## config.mk

```make
export PLATFORM = sky130hd
export DESIGN_NAME = stop_watch_flat
export DESIGN_NICKNAME = d
export VERILOG_FILES = /design/src/rtl/stop_watch_if.sv /design/src/rtl/stop_watch.sv /design/src/flat_wrapper.sv
export SDC_FILE = /design/constraint.sdc
export NUM_CORES = 1
export LEC_CHECK = 0
export ABC_AREA = 0
export CAP_MARGIN = 20
export CORE_MARGIN = 2
export CORE_UTILIZATION = 65
export CTS_CLUSTER_SIZE = 20
export DETAILED_ROUTE_END_ITERATION = 10
export PLACE_DENSITY = 0.83
export SLEW_MARGIN = 15
export SYNTH_ARGS = -nofsm -noshare
export SYNTH_HDL_FRONTEND = slang
export SYNTH_SLANG_ARGS = --single-unit
```

## constraint.sdc

```tcl
create_clock -name clk -period 37.8 [get_ports clk]
set_clock_uncertainty 0.05 [all_clocks]
set_input_delay 7.56 -clock clk [delete_from_list [all_inputs] [get_ports clk]]
set_output_delay 7.56 -clock clk [all_outputs]
set_load 0.1 [all_outputs]
```

## src/rtl/stop_watch_if.sv

```systemverilog
// Button-pulse inputs, recall address and display/LED outputs of the
// stopwatch core, bundled so the debouncer side and the display side
// connect through a single port.
interface stop_watch_if;
  logic        start_stop;
  logic        pause_resume;
  logic        record_recall;
  logic        recall_mode;
  logic [3:0]  reg_address;
  logic        reg_exceed;
  logic        started_LED;
  logic        paused_LED;
  logic [23:0] result;

  // Driver side: debouncers and the display controller.
  modport master (
    output start_stop, pause_resume, record_recall, recall_mode, reg_address,
    input  reg_exceed, started_LED, paused_LED, result
  );

  // Stopwatch core side.
  modport slave (
    input  start_stop, pause_resume, record_recall, recall_mode, reg_address,
    output reg_exceed, started_LED, paused_LED, result
  );
endinterface

```

## src/rtl/stop_watch.sv

```systemverilog
// Centisecond stopwatch: MM:SS:cc kept as six BCD digits, start/stop,
// pause/resume, and a 16-entry lap file that can be viewed in recall mode
// while the clock keeps running in the background.
module stop_watch #(
  parameter int TICK_DIV = 500000
) (
  input logic         clk,
  input logic         rst,
  stop_watch_if.slave bus
);

  localparam int PW = (TICK_DIV > 1) ? $clog2(TICK_DIV) : 1;
  localparam logic [PW-1:0] PRE_LAST = PW'(TICK_DIV - 1);

  typedef enum logic [1:0] {IDLE, RUNNING, PAUSED} state_t;

  state_t        state;
  logic [23:0]   time_q;
  logic [PW-1:0] pre;
  logic [4:0]    lap_count;
  logic [23:0]   laps [16];
  logic          recall;

  logic          tick;
  logic          counting;
  logic          can_record;

  // One centisecond step with BCD carries; 59:59:99 rolls over to zero.
  function automatic logic [23:0] bcd_inc(input logic [23:0] t);
    logic [23:0] n;
    logic        carry;
    logic [3:0]  lim;
    n     = t;
    carry = 1'b1;
    for (int i = 0; i < 6; i++) begin
      lim = (i == 3 || i == 5) ? 4'd5 : 4'd9;
      if (carry) begin
        if (n[i*4 +: 4] == lim) begin
          n[i*4 +: 4] = 4'd0;
        end else begin
          n[i*4 +: 4] = n[i*4 +: 4] + 4'd1;
          carry       = 1'b0;
        end
      end
    end
    return n;
  endfunction

  // Counting runs only in RUNNING on cycles that do not change state;
  // a stop or pause edge freezes time and prescaler exactly where they are.
  assign counting   = (state == RUNNING) && !bus.start_stop && !bus.pause_resume;
  assign tick       = counting && (pre == PRE_LAST);
  assign can_record = (state != IDLE) && !bus.start_stop && !bus.pause_resume &&
                      bus.record_recall && !recall && (lap_count < 5'd16);

  // FSM, timebase, time digits, lap file and recall flag.
  // NOTE: every register here is updated with <= so all of them sample the
  // pre-edge values; a lap therefore captures the time before any same-edge tick.
  always_ff @(posedge clk or posedge rst) begin
    if (rst) begin
      state     <= IDLE;
      time_q    <= '0;
      pre       <= '0;
      lap_count <= '0;
      recall    <= 1'b0;
      // NOTE: the lap file is cleared on reset so unused entries read as zero;
      // this costs a reset on every storage bit, accepted for the small file.
      for (int i = 0; i < 16; i++) laps[i] <= '0;
    end else begin
      if (bus.recall_mode) recall <= ~recall;

      unique case (state)
        IDLE: begin
          if (bus.start_stop) begin
            state     <= RUNNING;
            time_q    <= '0;
            pre       <= '0;
            lap_count <= '0;
          end
        end
        RUNNING: begin
          if (bus.start_stop)        state <= IDLE;
          else if (bus.pause_resume) state <= PAUSED;
        end
        PAUSED: begin
          if (bus.start_stop)        state <= IDLE;
          else if (bus.pause_resume) state <= RUNNING;
        end
        default: state <= IDLE;
      endcase

      if (counting) begin
        pre <= tick ? '0 : pre + 1'b1;
        if (tick) time_q <= bcd_inc(time_q);
      end

      if (can_record) begin
        laps[lap_count[3:0]] <= time_q;
        lap_count            <= lap_count + 5'd1;
      end
    end
  end

  // Display mux and status decode, all combinational from registered state.
  assign bus.result      = recall ? laps[bus.reg_address] : time_q;
  assign bus.reg_exceed  = recall && ({1'b0, bus.reg_address} >= lap_count);
  assign bus.started_LED = (state == RUNNING) || (state == PAUSED);
  assign bus.paused_LED  = (state == PAUSED);

endmodule

```

## src/flat_wrapper.sv

```systemverilog
// flat-port wrapper written by rule: the top's interface ports become plain ports
module stop_watch_flat 
#(
  parameter int TICK_DIV = 500000
)
  (clk, rst, bus_start_stop, bus_pause_resume, bus_record_recall, bus_recall_mode, bus_reg_address, bus_reg_exceed, bus_started_LED, bus_paused_LED, bus_result);
  stop_watch_if bus_i ();
  input logic clk;
  input logic rst;
  input wire logic [$bits(bus_i.start_stop)-1:0] bus_start_stop;
  input wire logic [$bits(bus_i.pause_resume)-1:0] bus_pause_resume;
  input wire logic [$bits(bus_i.record_recall)-1:0] bus_record_recall;
  input wire logic [$bits(bus_i.recall_mode)-1:0] bus_recall_mode;
  input wire logic [$bits(bus_i.reg_address)-1:0] bus_reg_address;
  output wire logic [$bits(bus_i.reg_exceed)-1:0] bus_reg_exceed;
  output wire logic [$bits(bus_i.started_LED)-1:0] bus_started_LED;
  output wire logic [$bits(bus_i.paused_LED)-1:0] bus_paused_LED;
  output wire logic [$bits(bus_i.result)-1:0] bus_result;
  assign bus_i.start_stop = bus_start_stop;
  assign bus_i.pause_resume = bus_pause_resume;
  assign bus_i.record_recall = bus_record_recall;
  assign bus_i.recall_mode = bus_recall_mode;
  assign bus_i.reg_address = bus_reg_address;
  assign bus_reg_exceed = bus_i.reg_exceed;
  assign bus_started_LED = bus_i.started_LED;
  assign bus_paused_LED = bus_i.paused_LED;
  assign bus_result = bus_i.result;
  stop_watch #(.TICK_DIV(TICK_DIV)) u_core (.clk(clk), .rst(rst), .bus(bus_i));
endmodule
```

After elaboration in Yosys (flattened, before gate mapping)
Index checks and enable logic that the tools add are counted.
{ "word_totals": {"regBits": 435, "latchBits": 0, "mem_bits_rw": 0, "rom_bits": 0, "in_bits": 10, "out_inout_bits": 27, "elab_cells": 136, "n_memories": 0} }
{ "classes": {"addsub": 8, "mul": 0, "div_mod_pow": 0, "order_cmp": 5, "eq_ne": 17, "shift": 0, "muxes": 54, "bitwise": 3, "reduce_logical": 23} }
{ "ops": {"columns": ["operator", "n"], "rows": [
  ["$bwmux W384", 1],
  ["$mux W24", 8],
  ["$bmux W24 S4", 1],
  ["$demux W24 S4", 1],
  ["$mux W19", 4],
  ["$mux W4", 11],
  ["$add A4 B1 Y4 const B", 6],
  ["$ne A3 B3 Y1 const B", 7],
  ["$add A19 B1 Y19 const B", 1],
  ["$eq A19 B19 Y1 const B", 1],
  ["$mux W1", 19],
  ["$eq A4 B4 Y1 const B", 4],
  ["$mux W5", 3],
  ["$ge A5 B5 Y1 const B", 2],
  ["$logic_and A1 B1 Y1", 10],
  ["$mux W2", 5],
  ["$not A4 Y5", 2],
  ["$reduce_bool A2 Y1", 5],
  ["$eq A4 B3 Y1 const B", 2],
  ["$pmux W2 S3", 1],
  ["$add A5 B1 Y5 const B", 1],
  ["$ge A4 B5 Y1", 1],
  ["$lt A5 B1 Y1 const B", 1],
  ["$lt A5 B5 Y1 const B", 1],
  ["9 further kinds", 12]
]} }

Depth between registers and ports, before layout
Gate-level depths: netlist of the first run.
{ "logic_depth": {"ltp_word": 21, "ltp_mapped": 10} }

Worst setup path before layout of the first run
No wires, ideal clock.
{ "synth_path": {"path_type": "in2out", "start": "in bus_reg_address[0]", "end": "out bus_reg_exceed", "arrival_time_ps": 11186, "t_required_ps": 30190, "path_slack_ps": 19004, "path_stages": 10, "n_path_buf": 3, "path_cell_list": "clkbuf_1 > buf_2 > buf_2 > inv_1 > ha_1 > nand2b_1 > a21o_1 > a21o_1 > a21oi_1 > nor3b_1"} }
{ "synth_between": {"elab_chain_cells": 2} }
{ "synth_rtl": {"columns": ["item", "line_no", "text"], "rows": [
  ["start, declared", "flat_wrapper.sv:14", "input wire logic [$bits(bus_i.reg_address)-1:0] bus_reg_address;"],
  ["$ge A4 B5 Y1", "stop_watch.sv:106", "assign bus.reg_exceed = recall && ({1'b0, bus.reg_address} >= lap_count);"],
  ["$logic_and A1 B1 Y1", "stop_watch.sv:106", null],
  ["end, declared", "flat_wrapper.sv:15", "output wire logic [$bits(bus_i.reg_exceed)-1:0] bus_reg_exceed;"]
]} }
No other way between the ends.

Final worst setup path of the first run
{ "layout_path": {"start": "in bus_reg_address[0]", "end": "out bus_result[23]"} }
{ "layout_between": {"elab_chain_cells": 5} }
{ "layout_rtl": {"columns": ["item", "line_no", "text"], "rows": [
  ["$not A4 Y5 (not written as such)", "stop_watch.sv:105", "assign bus.result = recall ? laps[bus.reg_address] : time_q;"],
  ["$bmux W24 S4", "stop_watch.sv:105", null],
  ["$mux W24 (not written as such) (2 in series)", "stop_watch.sv:105", null],
  ["$mux W24", "stop_watch.sv:105", null],
  ["end, declared", "flat_wrapper.sv:18", "output wire logic [$bits(bus_i.result)-1:0] bus_result;"]
]} }
No other way between the ends. The select of a mux whose other input is x is not followed.

==> flow_metrics.tcl, run 1 <==
set metrics [dict create \
    yosysSeqAreaShare_pct 53.4 \
    synthFlopType "dfrtp_1" \
    crit_path_max_fanout 49 \
    cts.sinks 435 \
    worst_setup_path_end_kind "output port" \
    die_area_um2 32800 \
    core_um2 30700 \
    ys_warn_count 0 \
    finalCriticalPeriod_ns 18.87 \
    netlist_area_um2 20400 \
    clkTransAtPathRegs_ns 0.05 \
    gr-total-overflow 0 \
    ios 37 \
    crit_path_start_kind "primary input" \
    slowest_stage "clkdlybuf4s50_1" \
    hold_viol 0 \
    finalPower_mw 1.02 \
    grt_max_degree 189 \
    regToRegSetupSlack_ns 34.24 \
    final_cell_mix "dfrtp_1, mux2_2, nand2_1" \
    synth_area_leaders "dfrtp_1, mux2_2, mux4_2, o21ai_0, nand2_1" \
    dp_hpwl_mm 28.6 \
    rsz0062_at_grt "false" \
    grt_pass1_vias 14370 \
    p_per_area_nw_per_um2 45.7 \
    cts-root-buf "clkbuf_16" \
    tns_ns 0 \
    routed_via_density 6.77 \
    rows 64 \
    synthCells 1605 \
    final_common_cell "dfrtp_1" \
    outcome "finished clean" \
    worst_pin_slew_ns 1.10 \
    dp.cells 1920 \
    synth-edff-count 0 \
    avgRoutedWirePerCell_um 25.7 \
    fp.dieH_um 181 \
    leakage_nw 10.3 \
    fp.dieW_um 181 \
    postRouteAntennaNets 0 \
    drive_gt1_share_pct 28.8 \
    firstDrtPassIters 7 \
    max-cap-violations 0 \
    critical_path_arrival_ns 11.26 \
    area_growth_pct 10.1 \
    tritoncts "yes" \
    synth.top_cell.area_share_pct 53.4 \
    grt_antenna_before_repair 0 \
    path_cells "buf_6, buf_4, mux4_2, mux2i_1, o22a_1, o21ai_0, clkdlybuf4s50_1" \
    slew_viol_final 0 \
    vias 13529 \
    grtUsageTotal_pct 32.5 \
    critical_path_class "primary input to output port" \
    fin_ws_ns 18.93 \
    yosys.area.top_type "dfrtp_1" \
    finalSetupViolCount 0 \
    clock_latency_ns 0.54 \
    max_freq_mhz 53.0 \
    final_net_count 1597 \
    portBuffers 36 \
    drc 0 \
    hold_buffers 0 \
    clock_path_buffers 3 \
    antenna_cells 0 \
    cts_buffers 44 \
    cp_top_family "buffers and inverters" \
    yosys_register_bits 435 \
    syn-num-nets 1628 \
    required_ns 30.19 \
    ys_async_sr_fraction_pct 100 \
    drt-total-wl_mm 51.4 \
    drt-initial-drc-count 1329 \
    cts-htree-levels 2 \
    relSlewSlack_pct 26.3 \
    start_util_pct 66.3 \
    syn_avg_cell_area_um2 12.7 \
    ys_types 67 \
    finalCritPeriodShare_pct 49.9 \
    finalNonFillerCells 1998 \
    worst_ir_drop_vdd_mv 0.0475 \
    min_path_type "register to register" \
    path_buf_inv 3 \
    finalWeightedCongestion 0.793 \
    grt_pass1_wl_mm 81.8 \
    cts_setup_buffers 0 \
    cts_resized 0 \
    pre_cts_ws_ns 18.89 \
    critPathMaxStageDelay_ns 1.08 \
]
state kept, by name, indices dropped and copies added (netlist names):
| name | flops |
|---|---|
| u_core.state | 2 |
| u_core.time_q | 24 |
| u_core.laps | 384 |
| u_core.recall | 1 |
| u_core.lap_count | 5 |
| u_core.pre | 19 |
layout make-up:
type                            instances  area [µm²]
Timing Repair Buffer                   65         672
Tap cell                              396         495
Clock inverter                         10         150
Multi-Input combinational cell       1005        8840
Sequential cell                       435       10900
Inverter                               23        93.8
Fill cell                            1968        8310
Clock buffer                           64        1300
report_power, final:
group          total, mW  internal, mW  switching [mW]  leakage, nW
clock network      0.442         0.264           0.179        0.717
registers          0.477         0.471         0.00580         6.07
logic              0.105        0.0270          0.0781         3.53
total               1.02         0.762           0.263         10.3
logic make-up after synthesis:
kind of cell	after synthesis	share of synthesized area (%)
mux	395	26.8
flops	435	53.4
xor+xnor	6	0.258
compound gates	265	7.53
simple gates	326	7.87
fa+ha+maj	13	0.798
buf+inv	165	3.32
Yosys cell counts (all sizes together), types with 4 or more instances:
cell type	instances
a31oi	10
mux2i	54
nand3	37
nand4bb	4
and4	4
a21oi	18
o22a	12
mux4	96
nand4	10
mux2	245
clkbuf	104
o221ai	12
nor3	6
dfrtp	435
nand2b	20
a21o	8
buf	38
ha	13
nor4	8
nor2b	4
o21ai	183
and2	5
inv	23
nor2	21
nand2	188
through the flow:
stage	hold slack (ns)	utilization (%)	area [µm²]
final	0.424	73.0	22400
after global routing	0.458	73.0	22400
after CTS	0.429	72.6	22300
after detailed placement	0.417	67.9	20900
after global placement	0.407	67.9	20900
after floorplan	0.395	-	20400
final timing paths:
kind | cells past startpoint | from | end
max | 7 | bus_reg_address[0] | bus_result[23]
min | 2 | u_core.laps[335] | u_core.laps[335]
max reg2reg | 6 | u_core.recall | u_core.laps[22]
min reg2reg | 2 | u_core.laps[335] | u_core.laps[335]
max in group asynchronous | 4 | rst | u_core.laps[368]
min in group asynchronous | 2 | rst | u_core.laps[241]
layer usage:
layer / track usage, % / vias to the layer above / share of wire, %
li1: - / 5741 / -
met1: 46.2 / 7040 / 41
met2: 51.6 / 619 / 48
met3: 5.22 / 129 / 7.5
met4: 12.4 / 0 / 3.0
met5: 0 / - / 0
worst min-delay path: cells and delay by family, from the launching register on:
kind	cells	cell delay, ns
simple gates	1	0.04
flops	1	0.33
compound gates	1	0.06
(Power assumes the default switching activity.)
==> run 2: changes to the inputs <==
--- a/config.mk
+++ b/config.mk
@@ -8,10 +8,10 @@
 export ABC_AREA = 0
 export CAP_MARGIN = 20
 export CORE_MARGIN = 2
-export CORE_UTILIZATION = 65
+export CORE_UTILIZATION = 63
 export CTS_CLUSTER_SIZE = 20
 export DETAILED_ROUTE_END_ITERATION = 10
-export PLACE_DENSITY = 0.83
+export PLACE_DENSITY = 0.8
 export SLEW_MARGIN = 15
 export SYNTH_ARGS = -nofsm -noshare
 export SYNTH_HDL_FRONTEND = slang
==> constraint.sdc (replaced) <==
create_clock -name clk -period 17.9 [get_ports clk]
set_clock_uncertainty 0.05 [all_clocks]
set_input_delay 3.58 -clock clk [delete_from_list [all_inputs] [get_ports clk]]
set_output_delay 3.58 -clock clk [all_outputs]
set_load 0.1 [all_outputs]
==> flow_metrics.tcl, run 2 (synthesized netlist as in run 1, its figures left out) <==
set metrics [dict create \
    avgRoutedWirePerCell_um 24.4 \
    timing.rr.end "u_core.laps[293]" \
    grt_pass1_wl_mm 78.0 \
    cts_setup_buffers 0 \
    die_area_um2 33800 \
    finalCriticalPeriod_ns 10.89 \
    min_path_cells 2 \
    pre_cts_ws_ns 7.07 \
    critical_path_arrival_ns 7.26 \
    clkTransAtPathRegs_ns 0.06 \
    grtUsageTotal_pct 30.3 \
    clock_latency_ns 0.55 \
    drc 0 \
    n_fill_cell 2105 \
    crit_path_start_kind "primary input" \
    cts_resized 0 \
    grt_max_degree 165 \
    tritoncts "yes" \
    final_cell_mix "dfrtp_1, mux2_2, nand2_1" \
    worst_ir_drop_vdd_mv 0.150 \
    cp_top_family "buffers and inverters" \
    seqCellArea_um2 10900 \
    tns_ns 0 \
    worst_pin_slew_ns 1.11 \
    reg_top3 "u_core.laps x384, u_core.time_q x24, u_core.pre x19" \
    regToRegSetupSlack_ns 14.40 \
    cts-root-buf "clkbuf_16" \
    multi_input_area_um2 8840 \
    outcome "finished clean" \
    max-cap-violations 0 \
    crit_path_frequent_cell "buf_4" \
    use_met2_pct 48.0 \
    core_um2 31700 \
    rsz0062_at_grt "false" \
    required_ns 14.27 \
    timing.rr.start "u_core.recall" \
    largest_reg_flops 384 \
    grt_pass1_vias 13707 \
    leakage_nw 10.3 \
    largest-register "u_core.laps" \
    critPathMaxStageDelay_ns 1.27 \
    relSlewSlack_pct 26.1 \
    postRouteAntennaNets 0 \
    area_growth_pct 10.3 \
    max_freq_mhz 91.8 \
    drive_gt1_share_pct 29.1 \
    fp.dieH_um 184 \
    grt_antenna_before_repair 2 \
    worst_setup_path_end_kind "output port" \
    top_usage_layer "met2" \
    drt-total-wl_mm 49.1 \
    path_buf_inv 3 \
    gr-total-overflow 0 \
    ios 37 \
    dp_hpwl_mm 28.0 \
    min_path_type "register to register" \
    whs_endpoint "u_core.laps[50]" \
    hold_viol 0 \
    finalSetupViolCount 0 \
    rows 65 \
    vias 13422 \
    cts.sinks 435 \
    grt_use_met3_pct 5.27 \
    firstDrtPassIters 7 \
    fp.dieW_um 184 \
    fin_ws_ns 7.01 \
    cts_buffers 45 \
    start_util_pct 64.3 \
    drt-initial-drc-count 1117 \
    critical_path_class "primary input to output port" \
    worstHoldStart "u_core.laps[50]" \
    path_cells "buf_4, buf_4, mux4_2, mux2i_1, o22a_1, o21ai_0, clkdlybuf4s50_1" \
    ff2ff_path_depth 7 \
    p_per_area_nw_per_um2 96.3 \
    crit_path_max_fanout 60 \
    slowest_stage "clkdlybuf4s50_1" \
    slew_viol_final 0 \
    routed_via_density 6.67 \
    clock_path_buffers 3 \
    use_met1_pct 42.5 \
    hold_buffers 0 \
    portBuffers 36 \
    final_net_count 1601 \
    final_common_cell "dfrtp_1" \
    cts-htree-levels 2 \
    finalCritPeriodShare_pct 60.9 \
    finalWeightedCongestion 0.819 \
]
==> run 2: changes by cell type in the layout (fill, tap and decap cells not counted) <==
cell	change
buf_6	+1
clkbuf_8	-2
clkinv_2	+2
buf_4	+4
clkinv_8	+1
diode_2	+1
inv_6	+3
buf_12	-2
==> run 2: where the power goes <==
part	switching (mW)	internal [mW]	total, mW
clock	0.381	0.554	0.935
combinational	0.167	0.0563	0.223
sequential	0.0116	0.995	1.01
==> run 2: worst max path at each step <==
| stage | from | to | slack (ns) | cells past startpoint |
|---|---|---|---|---|
| after detailed placement | bus_reg_address[0] | bus_result[13] | 7.07 | 7 |
| after CTS | bus_reg_address[0] | bus_result[13] | 7.06 | 7 |
| final | bus_reg_address[1] | bus_result[23] | 7.01 | 7 |
| after global placement | bus_reg_address[0] | bus_result[14] | 7.07 | 7 |
| after floorplan | rst | u_core.lap_count[0] | 2.15 | 1 |
| after global routing | bus_reg_address[0] | bus_result[13] | 6.83 | 7 |
==> run 2: final cells by class <==
class                   count  area share [%]
clock inverters            16           0.902
multi-input cells        1005            39.3
repair buffers             68            3.00
flip-flops and latches    435            48.4
diodes                      1          0.0111
inverters                  23           0.418
clock buffers              62            5.65
well taps                 402            2.24
==> run 2: metal layers <==
layer | share of wire (%) | vias to the layer above
met3 | 7.0 | 147
met1 | 42 | 6952
met5 | 0.024 | -
met4 | 3.7 | 2
li1 | - | 5774
met2 | 48 | 547
==> run 2: worst register-to-register path: stages, from the launching register on <==
cell and delay, ns:
dfrtp_1 0.38, buf_4 0.30, nor2_1 0.17, and4b_1 0.74
and2_1 0.31, nand2_1 0.63, buf_4 0.50, mux2_2 0.31
==> run 2: through the flow <==
stage                     power (mW)  cell area [µm²]  hold WS (ns)  util (%)  std cells
after floorplan                 1.18            20400         0.395         -       1605
after CTS                       2.17            22500         0.428      70.8       2010
after detailed placement        1.24            21000         0.415      66.2       1932
after global placement          1.24            20900         0.406      65.9       1929
after global routing            2.24            22500         0.447      70.8       2011
final                           2.16            22500         0.427      70.8       2012
==> RTL change 1: new RTL, settings of run 2 <==
`TICK_DIV` is set to 500000 in 2 places; all go to 1000000.
--- a/src/rtl/stop_watch.sv
+++ b/src/rtl/stop_watch.sv
@@ -2,7 +2,7 @@
 // pause/resume, and a 16-entry lap file that can be viewed in recall mode
 // while the clock keeps running in the background.
 module stop_watch #(
-  parameter int TICK_DIV = 500000
+  parameter int TICK_DIV = 1000000
 ) (
   input logic         clk,
   input logic         rst,
--- a/src/flat_wrapper.sv
+++ b/src/flat_wrapper.sv
@@ -1,7 +1,7 @@
 // flat-port wrapper written by rule: the top's interface ports become plain ports
 module stop_watch_flat 
 #(
-  parameter int TICK_DIV = 500000
+  parameter int TICK_DIV = 1000000
 )
   (clk, rst, bus_start_stop, bus_pause_resume, bus_record_recall, bus_recall_mode, bus_reg_address, bus_reg_exceed, bus_started_LED, bus_paused_LED, bus_result);
   stop_watch_if bus_i ();
Check against the original RTL: no difference found for any inputs over 4 cycles, from zero or initial values and one cycle with rst high; that may be too few to reach the edited logic, so the function may still have changed.
==> RTL change 1 against run 2 <==
- register-to-register slack got worse by 0.56 ns
- power is 1.6% higher
- setup slack gained 0.15 ns
- routed wire length shrank 2.5%
- combinational power fell by 4%
- sequential cell count rose by 1
- core utilization down 0.37 points
- first-iteration DRC count fell by 5.9%
- clock power increased by 2.4%
- cell area grew 1.5%
- via count fell by 2.8%
- synthesized area is 0.96% higher
- critical endpoint is now bus_result[9]
- highest routed layer unchanged
==> RTL change 1: results (changes against run 2) <==
Net Count, Synth 1590 (was 1628); DR vias/cell 6.45 (was 6.67); flop2flop setup slack 13.84 ns (was 14.40 ns); DRT Wirelength 47.9 mm (was 49.1 mm); routability cong. 0.831 (was 0.819); crit-path max FO 59 (was 60); setup repair bufs after CTS 0 (unchanged); WL met2 23.0 mm (was 23.4 mm); Worst Setup SP bus_reg_address[0] (was bus_reg_address[1]); wire length per cell 23.7 µm (was 24.4 µm); CTS buffer count 46 (was 45); Place WS 7.13 ns (was 7.07 ns); met1 WL 20.8 mm (was 20.4 mm); top cells by area, synth dfrtp_1 53%, mux2_2 14%, mux4_2 11%, o21ai_0 3.3%, nand2_1 2.8% (was dfrtp_1 53%, mux2_2 13%, mux4_2 11%, o21ai_0 4.4%, nand2_1 3.5%); DP Wirelength 27.5 mm (was 28.0 mm); Fill cells 2148 (was 2105); Leak 10.6 nW (was 10.3 nW); Tcrit/Tclk final 0.600 (was 0.609); Synth cell types 68 (was 67); CTS H-Tree Depth 2 (unchanged); max_slew headroom 0.304 (was 0.261); share of layout cells above drive strength 1 0.319 (was 0.291); Hold Path Sink u_core.laps[67]$_DFFE_PP0P_ (was u_core.laps[50]$_DFFE_PP0P_); WHS 0.429 ns (was 0.427 ns); endpoints failing setup 0 (unchanged); outcome finished, final reports clean (unchanged); Final Max Tran Viols 0 (unchanged); Synth top cells by count 436 x dfrtp_1, 257 x mux2_2, 154 x nand2_1, 135 x o21ai_0, 104 x clkbuf_1 (was 435 x dfrtp_1, 244 x mux2_2, 188 x nand2_1, 181 x o21ai_0, 102 x clkbuf_1); Data arrival, critical path 7.12 ns (was 7.26 ns); post-CTS resize count 0 (unchanged); biggest regs u_core.laps (384), u_core.time_q (24), u_core.pre (20) (was u_core.laps (384), u_core.time_q (24), u_core.pre (19)); largest net degree at the start of global routing 150 (was 165); worst hold start u_core.laps[67]$_DFFE_PP0P_ (was u_core.laps[50]$_DFFE_PP0P_); Synth-to-Final Area Change 10.9% (was 10.3%); initial antenna violation count 1 (was 2); vias in the first global route 13400 (was 13700); First-pass DRT Iterations 5 (was 7); worst vdd ir 0.0861 mV (was 0.150 mV); average size of a mapped cell 13.1 µm² (was 12.7 µm²); Syn. warnings 0 (unchanged); Seq/Total Area, Yosys 0.530 (was 0.534); Iter 0 DRT Violations 1051 (was 1117); Reg2Reg Depth 5 (was 7); first-pass GRT wire length 75.9 mm (was 78.0 mm); GRT Resource Usage Total 0.293 (was 0.303); DP Area 21200 µm² (was 21000 µm²); CP peak stage delay 1.04 ns (was 1.27 ns); DR WL met3 2.69 mm (was 3.45 mm); Critical Path Sink bus_result[9] (was bus_result[23]); Worst R2R End u_core.laps[72]$_DFFE_PP0P_ (was u_core.laps[293]$_DFFE_PP0P_)
RTL change 1: cell types whose count changed in the layout (fill, tap and decap cells not counted), sizes merged, moves of 5 or more:
cell,change
nand2b,+5
clkbuf,+8
mux2,+33
o21ai,-47
a22o,+6
nand2,-31
inv,-7
nor2,-8
RTL change 1: tightest hold or removal path: stages (launching register included):
cell and delay [ns]:
dfrtp_1 0.34, nand2_1 0.04, o21ai_0 0.06
RTL change 1: where the power goes:
| part | internal [mW] | total, mW | switching, mW |
|---|---|---|---|
| logic | 0.0594 | 0.214 | 0.154 |
| clock network | 0.572 | 0.957 | 0.385 |
| registers | 1.00 | 1.03 | 0.0287 |
RTL change 1: cell type report:
class | instances | area share
clock buffer | 70 | 0.0620
timing repair buffer | 69 | 0.0304
multi-input combinational | 971 | 0.396
clock inverter | 13 | 0.00527
inverter | 19 | 0.00346
sequential | 436 | 0.478
tap | 442 | 0.0242
antenna | 1 | 0.000110
RTL change 1: routing by layer:
metal | vias to the layer above | GRT usage
met4 | 2 | 0.100
met1 | 6816 | 0.412
met5 | - | 0
met2 | 430 | 0.474
met3 | 111 | 0.0435
li1 | 5684 | -
RTL change 1: cell families after synthesis:
group                      after synthesis  synth area share
adders and majority gates               13           0.00790
muxes                                  428             0.287
DFF                                    436             0.530
xor gates and xnor gates                 7           0.00298
AOI/OAI and AO/OA                      231            0.0675
buffers and inverters                  160            0.0322
and+or+nand+nor                        292            0.0723
==> RTL change 2: new RTL, flow settings as in run 2 <==
Made on the original files. Reset style: synchronous (`rst`), changed in one clocked block.
--- a/src/rtl/stop_watch.sv
+++ b/src/rtl/stop_watch.sv
@@ -56,7 +56,7 @@
   // FSM, timebase, time digits, lap file and recall flag.
   // NOTE: every register here is updated with <= so all of them sample the
   // pre-edge values; a lap therefore captures the time before any same-edge tick.
-  always_ff @(posedge clk or posedge rst) begin
+  always_ff @(posedge clk) begin
     if (rst) begin
       state     <= IDLE;
       time_q    <= '0;
Function: differs if rst is asserted again (counterexample within 4 cycles, from zero or initial values and one cycle with rst high); with rst held inactive, the same outputs for 4 cycles.
==> RTL change 2 against run 2 <==
- core utilization decreased by 0.43 points
- sequential share of layout area increased by 6.8 points
- global-route usage increased by 1.5 points
- register-to-register slack got worse by 0.43 ns
- sequential power increased by 15%
- cell area increased by 1.2%
- routed wire length increased by 6.9%
- power increased by 4.2%
- sequential cell count unchanged
- synthesized area increased by 0.69%
- setup slack improved by 0.071 ns
- first-iteration DRC count increased by 62%
==> RTL change 2: results (changes against run 2) <==
outcome finished, final reports clean (unchanged); Worst-Margin Slew 1.11 ns (about the same); Primary FF master, synth edfxtp_1 (was dfrtp_1); Iter 0 DRT Violations 1815 (was 1117); vias in the first global route 13000 (was 13700); share of layout cells above drive strength 1 0.164 (was 0.291); First-pass DRT Iterations 5 (was 7); CTS buffer count 44 (was 45); number of synthesized flops with an enable pin 384 (was 0); initial antenna violation count 1 (was 2); Leak 7.60 nW (was 10.3 nW); antenna cell count 0 (was 1); largest net degree at the start of global routing 59 (was 165); Fill cells 2119 (was 2105); dpl cells 1900 (was 1932); number of vias in the routed layout 13200 (was 13400); Data arrival, critical path 7.19 ns (was 7.26 ns); CP peak stage delay 1.00 ns (was 1.27 ns); async set-reset flop share out of synthesis 0 (was 1.00); wire length per cell 26.5 µm (was 24.4 µm); GRT Resource Usage Total 0.317 (was 0.303); average size of a mapped cell 13.5 µm² (was 12.7 µm²); routability cong. 0.828 (was 0.819); worst vdd ir 0.0735 mV (was 0.150 mV); DP Wirelength 29.2 mm (was 28.0 mm)
[RTL change 2: cell count changes after synthesis, moves of 12 or more]
| cell | before | now |
|---|---|---|
| dfrtp_1 | 435 | 0 |
| edfxtp_1 | 0 | 384 |
| and2_1 | 4 | 250 |
| mux2_2 | 244 | 1 |
| o21ai_0 | 181 | 33 |
| nand2_1 | 188 | 51 |
| nor3_1 | 6 | 121 |
| dfxtp_1 | 0 | 51 |
| nor4_1 | 7 | 38 |
| buf_2 | 32 | 3 |
| clkbuf_1 | 102 | 129 |
| a21oi_1 | 18 | 32 |
| nor2_1 | 21 | 34 |
| buf_1 | 4 | 16 |
[RTL change 2: layout make-up]
cell class,instances,area (µm²),area share
flip-flops and latches,435,12600,0.552
multi-input cells,917,7390,0.325
clock buffers,56,1210,0.0531
repair buffers,86,732,0.0322
well taps,442,553,0.0243
clock inverters,22,223,0.00980
inverters,20,75.1,0.00330
[RTL change 2: metrics by stage]
step                      utilization  hold WS [ns]  cell area (µm²)
after floorplan                     -         0.382            20500
after global placement          0.660         0.405            21300
after detailed placement        0.660         0.413            21300
after CTS                       0.704         0.420            22700
after global routing            0.704         0.448            22700
final                           0.704         0.415            22700
[RTL change 2: kinds of logic (layout without fill, tap and decap cells)]
logic type               Yosys count  in the layout  synth area share
flip-flops                       435            435             0.612
AND/OR/NAND/NOR                  619            619             0.173
multiplexers                     151            151             0.132
adder cells (fa/ha/maj)           13             13           0.00793
buffers and inverters            169            184            0.0315
XOR/XNOR                           4              4           0.00171
AO/OA/AOI/OAI                    130            130            0.0419
[RTL change 2: worst paths after layout]
| kind | slack [ns] | from | endpoint | depth (start not counted) |
|---|---|---|---|---|
| setup / recovery | 7.08 | bus_reg_address[0] | bus_result[15] | 7 |
| hold / removal | 0.42 | u_core.pre[13]$_SDFFE_PP0P_ | u_core.pre[13]$_SDFFE_PP0P_ | 1 |
| setup reg to reg | 13.97 | u_core.recall$_SDFFE_PP0P_ | u_core.laps[3][22]$_SDFFCE_PN0P_ | 8 |
| hold reg to reg | 0.42 | u_core.pre[13]$_SDFFE_PP0P_ | u_core.pre[13]$_SDFFE_PP0P_ | 1 |
[RTL change 2: metal layers]
layer / part of all wire / track usage / vias to the layer above / wire length, µm
li1: - / - / 5712 / -
met1: 0.36 / 0.415 / 6548 / 18700
met2: 0.49 / 0.511 / 825 / 25600
met3: 0.11 / 0.0715 / 164 / 5840
met4: 0.043 / 0.148 / 0 / 2280
met5: 0 / 0 / - / 0
[RTL change 2: where the power goes]
group          internal, mW  switching [mW]
sequential             1.14          0.0138
clock                 0.535           0.384
combinational        0.0622           0.119
total                  1.74           0.517
